File: src/rtl/pwm_meas_pkg.sv
// Shared types and constants for the PWM duty measurement block.
package pwm_meas_pkg;

  typedef enum logic [1:0] {
    SEEK,
    HIGH,
    LOW
  } state_e;

  localparam int PWM_PERIOD = 2048;
  localparam int DUTY_W     = 11;
  localparam int CNT_W      = 12;

endpackage

File: src/rtl/pwm_sync_edge.sv
// Synchronizer chain for the asynchronous PWM input plus rise/fall detection.
module pwm_sync_edge #(
  parameter int SYNC_STAGES = 2
) (
  input  logic clk,
  input  logic rst_n,
  input  logic pwm_i,
  output logic pwm_s_o,
  output logic rise_o,
  output logic fall_o
);

  logic [SYNC_STAGES-1:0] sync_q;
  logic                   pwm_d_q;

  always_ff @(posedge clk or negedge rst_n) begin
    if (!rst_n) begin
      sync_q  <= '0;
      pwm_d_q <= 1'b0;
    end else begin
      sync_q  <= {sync_q[SYNC_STAGES-2:0], pwm_i};
      pwm_d_q <= sync_q[SYNC_STAGES-1];
    end
  end

  assign pwm_s_o = sync_q[SYNC_STAGES-1];
  assign rise_o  = pwm_s_o & ~pwm_d_q;
  assign fall_o  = ~pwm_s_o & pwm_d_q;

endmodule

File: src/rtl/pwm11_meas.sv
// Recovers the duty word of a fixed-period PWM stream; one vld/err pulse per period.
// Build option PWM_MEAS_PERIOD_CHK_EN: reject periods whose length differs from PERIOD.
module pwm11_meas #(
  parameter int PERIOD      = pwm_meas_pkg::PWM_PERIOD,
  parameter int DUTY_W      = pwm_meas_pkg::DUTY_W,
  parameter int SYNC_STAGES = 2
) (
  input  logic              clk,
  input  logic              rst_n,
  input  logic              PWM_sig,
  output logic [DUTY_W-1:0] duty,
  output logic              vld,
  output logic              err
);
  import pwm_meas_pkg::*;

  localparam int            CW    = DUTY_W + 1;
  localparam logic [CW-1:0] PER_C = CW'(PERIOD);
  localparam logic [CW-1:0] ONE   = CW'(1);
  localparam logic [CW-1:0] DMAX  = CW'((2 ** DUTY_W) - 1);

  logic pwm_s, rise, fall;

  pwm_sync_edge #(.SYNC_STAGES(SYNC_STAGES)) u_sync (
    .clk     (clk),
    .rst_n   (rst_n),
    .pwm_i   (PWM_sig),
    .pwm_s_o (pwm_s),
    .rise_o  (rise),
    .fall_o  (fall)
  );

  state_e            state_q, state_d;
  logic [CW-1:0]     per_q, per_d, hi_q, hi_d;
  logic [DUTY_W-1:0] duty_q, duty_d;
  logic              vld_q, vld_d, err_q, err_d;
  logic              tmo;

  function automatic logic [DUTY_W-1:0] sat_duty(input logic [CW-1:0] v);
    return (v > DMAX) ? DMAX[DUTY_W-1:0] : v[DUTY_W-1:0];
  endfunction

  assign tmo = (per_q == PER_C);

  always_comb begin
    state_d = state_q;
    per_d   = tmo ? per_q : per_q + ONE;
    hi_d    = hi_q;
    duty_d  = duty_q;
    vld_d   = 1'b0;
    err_d   = 1'b0;
    if (rise) begin
      // Rise closes the previous period; counters still hold its values here.
      per_d   = ONE;
      hi_d    = ONE;
      state_d = HIGH;
      if (state_q == LOW) begin
`ifdef PWM_MEAS_PERIOD_CHK_EN
        if (tmo) begin
          duty_d = sat_duty(hi_q);
          vld_d  = 1'b1;
        end else begin
          err_d  = 1'b1;
        end
`else
        duty_d = sat_duty(hi_q);
        vld_d  = 1'b1;
`endif
      end
    end else begin
      case (state_q)
        SEEK, LOW: begin
          // Only a genuinely low line reports duty 0; a high line left over
          // from a stuck-high event just restarts the timer.
          if (tmo) begin
            per_d = ONE;
            if (!pwm_s) begin
              hi_d   = '0;
              duty_d = '0;
              vld_d  = 1'b1;
            end
          end
        end
        HIGH: begin
          if (fall) begin
            state_d = LOW;
          end else if (tmo) begin
            err_d   = 1'b1;
            per_d   = ONE;
            state_d = SEEK;
          end else if (pwm_s && (hi_q != PER_C)) begin
            hi_d = hi_q + ONE;
          end
        end
        default: state_d = SEEK;
      endcase
    end
  end

  always_ff @(posedge clk or negedge rst_n) begin
    if (!rst_n) begin
      state_q <= SEEK;
      per_q   <= '0;
      hi_q    <= '0;
      duty_q  <= '0;
      vld_q   <= 1'b0;
      err_q   <= 1'b0;
    end else begin
      state_q <= state_d;
      per_q   <= per_d;
      hi_q    <= hi_d;
      duty_q  <= duty_d;
      vld_q   <= vld_d;
      err_q   <= err_d;
    end
  end

  assign duty = duty_q;
  assign vld  = vld_q;
  assign err  = err_q;

endmodule

File: config.mk
export PLATFORM = sky130hd
export DESIGN_NAME = pwm11_meas
export DESIGN_NICKNAME = d
export VERILOG_FILES = /design/src/rtl/pwm_meas_pkg.sv /design/src/rtl/pwm_sync_edge.sv /design/src/rtl/pwm11_meas.sv
export SDC_FILE = /design/constraint.sdc
export NUM_CORES = 1
export LEC_CHECK = 0
export ABC_AREA = 1
export BUFFER_PORTS_ARGS = -buffer_cell sky130_fd_sc_hd__buf_2
export CAP_MARGIN = 20
export CORE_MARGIN = 4
export CORE_UTILIZATION = 67
export CTS_BUF_LIST = sky130_fd_sc_hd__clkbuf_8
export DETAILED_ROUTE_END_ITERATION = 10
export PLACE_DENSITY_LB_ADDON = 0.2
export RECOVER_POWER = 50
export SETUP_SLACK_MARGIN = 0.2
export SLEW_MARGIN = 5
export SYNTH_ARGS = -nofsm -noshare
export SYNTH_HDL_FRONTEND = slang
export SYNTH_SLANG_ARGS = --single-unit
File: constraint.sdc
create_clock -name clk -period 2.35 [get_ports clk]
set_input_delay 0.47 -clock clk [delete_from_list [all_inputs] [get_ports clk]]
set_output_delay 0.47 -clock clk [all_outputs]
set_load 0.05 [all_outputs]
==> results.ini <==
[sta]
period_share_pct=80.93
hold_viol=0
fin_crit_ns=1.902
timing.hold.ws_ns=0.2834
fin_setup_tns_ns=0
clock_skew_ns=0.01302
max_freq_mhz=525.8
slew_violations=0
grt_setup_unrepaired=false
finalSetupViolations=0
worstMarginPinSlew_ns=1.004
relSlewSlack_pct=33.05

[global_route]
grt_pass1_wl_mm=8.714
grt_max_degree=43
antenna_found_initial=0
grt_remaining_overflow=0
grt_use_total_pct=25.57
grt_pass1_vias=1856

[job]
cap_violations=0

[logic_synthesis]
synth_nets=332
ys_ff_latch=42
synthAdderAreaFrac_pct=4.171
synth-async-reset-ratio_pct=100.0
synth-compound-area-share_pct=5.683
yosysSeqAreaShare_pct=43.80
synthCells=321
ys_types=28
ys.flop_type=dfrtp_1
yosysWarnings=0
synth_top_family_by_area=simple AND/OR/NAND/NOR gates
synthXorXnorAreaFrac_pct=2.190
synth.cell_area_mm2=0.002400
yosys.area_share.simple_pct=35.04
synth_enable_flop_cells=0
avgSynthCellArea_um2=7.476
muxShareOfSynthArea_pct=0

[clock_tree]
cts_buffer_depth=2
cts_setup_buffers=0
cts_buffers=5
cts_hold_buf=0
path_clk_slew_ns=0.08
cts_tree=built
cts.sinks=42
cts_root_buf=clkbuf_8
cts_resized=0
clk_latency_ns=0.30
cts_max_level=2

[critical_path]
crit_path_max_incr_delay_ns=0.43
cp.arrival_ns=2.08
crit_family=compound AO/OA/AOI/OAI gates
crit_type=reg -> reg
worstSetupEndpointType=flop
cp-start-kind=flop
crit_fanout=12
required_ns=2.53
critical_path_buf_inv_count=1
crit_chain=ha_1, buf_4, o31ai_1, nand2_2, nand2_1, o21ai_0
crit_path_top_delay_cell=dfrtp_1

[floorplan]
ios=16
initial_utilization_pct=70.80
die_w_um=67.85
fp.dieH_um=67.85
core.rowCount=21
die_area_mm2=0.004604
core-area_mm2=0.003390

[routing]
vias=2165
vias_per_cell=5.697
drtAntennaViolNets=0
drc=0
drt-initial-drc-count=225
firstDrtPassIters=6
wirelength_mm=5.208
wl_per_cell_um=13.71

[layout]
layout_commonest_cell=nand2_1
diodes=0
seq_area_mm2=0.001051
drive_gt1_share_pct=11.68
nFillCells=248
final_cell_mix=nand2_1 (75), nor2_1 (52), dfrtp_1 (42)
final_util_pct=75.42
syn2layout_area_growth_pct=6.517
fin_nets=344
multi_input_area_mm2=0.001130

[placement]
io_buffer_count=15
gp_congestion=0.8816
dp_hpwl_mm=3.551

[power_and_ir_drop]
irDropWorstVdd_uv=576.5
p_per_area_mw_per_mm2=638.2
p_leak_nw=1.295

[worst_hold_path]
hold_path.class=in -> reg

[run_status]
outcome=finished clean

worst register-to-register path: cells and delay by family, from the launching register on:
kind | cells | cell delay, ns
DFF | 1 | 0.43
AOI/OAI and AO/OA | 2 | 0.44
buffers and inverters | 1 | 0.24
and+or+nand+nor | 2 | 0.35
adders and majority gates | 1 | 0.34
stage by stage:
step           instances  area, um^2  worst slack (ns)  total power [mW]
6_report             380        2556            0.4482             1.631
2_1_floorplan        321        2400            0.7968             1.101
4_1_cts              380        2556            0.4445             1.637
3_3_place_gp         372        2465            0.5954             1.153
5_1_grt              380        2556            0.2746             1.724
3_5_place_dp         372        2465            0.4555             1.167
registers in the layout, indices dropped and copies added, names as in the netlist:
register and count:
per_q 12, u_sync.pwm_d_q 1, state_q 2, err 1, hi_q 12, u_sync.sync_q 2
vld 1, duty 11
routing by layer:
metal | track usage [%] | share of wire (%) | up-vias
li1 | - | - | 1041
met1 | 36.27 | 44 | 993
met2 | 38.03 | 46 | 118
met3 | 6.732 | 8.7 | 13
met4 | 8.933 | 1.6 | 0
met5 | 0 | 0 | -
area by class of cell:
type | count | area share, %
clock inverters | 2 | 0.3426
flip-flops and latches | 42 | 41.12
inverters | 35 | 5.335
well taps | 46 | 2.252
repair buffers | 17 | 3.524
clock buffers | 6 | 3.231
multi-input cells | 232 | 44.20
cell usage after synthesis (all sizes together), types with 2 or more instances:
library cell | count | share of area, %
nand2 | 83 | 14
nor2 | 55 | 8.9
dfrtp | 42 | 44
nand3 | 40 | 8.6
inv | 33 | 5.2
o21ai | 16 | 3.3
buf | 10 | 3.1
ha | 8 | 4.2
a21oi | 7 | 1.5
nor3 | 6 | 1.3
nand4 | 4 | 1.0
xor2 | 4 | 1.5
nor4 | 3 | 0.78
clkbuf | 2 | 0.31
clkinv | 2 | 0.52
xnor2 | 2 | 0.73
final timing paths:
kind,from,cells past startpoint,slack (ns),end
setup reg to reg,u_sync.sync_q[1],6,0.45,duty[10]
hold / removal,PWM_sig,1,0.28,u_sync.sync_q[0]
max in group asynchronous,rst_n,1,1.40,u_sync.pwm_d_q
hold reg to reg,u_sync.sync_q[0],0,0.35,u_sync.sync_q[1]
setup / recovery,u_sync.sync_q[1],6,0.45,duty[10]
min in group asynchronous,rst_n,1,0.32,per_q[9]
where the power goes:
group	internal, mW	leakage (nW)	switching [mW]
Clock	0.233	0.0524	0.240
Combinational	0.102	0.674	0.208
Sequential	0.774	0.569	0.0747
Total	1.11	1.30	0.523
cells by family (layout without fill, tap and decap cells):
group | Yosys count | count (layout)
AO/OA/AOI/OAI | 26 | 26
XOR/XNOR | 6 | 6
adder cells (fa/ha/maj) | 8 | 8
buffers and inverters | 47 | 60
flip-flops | 42 | 42
AND/OR/NAND/NOR | 192 | 192
Power figures use the tool's default switching activity.
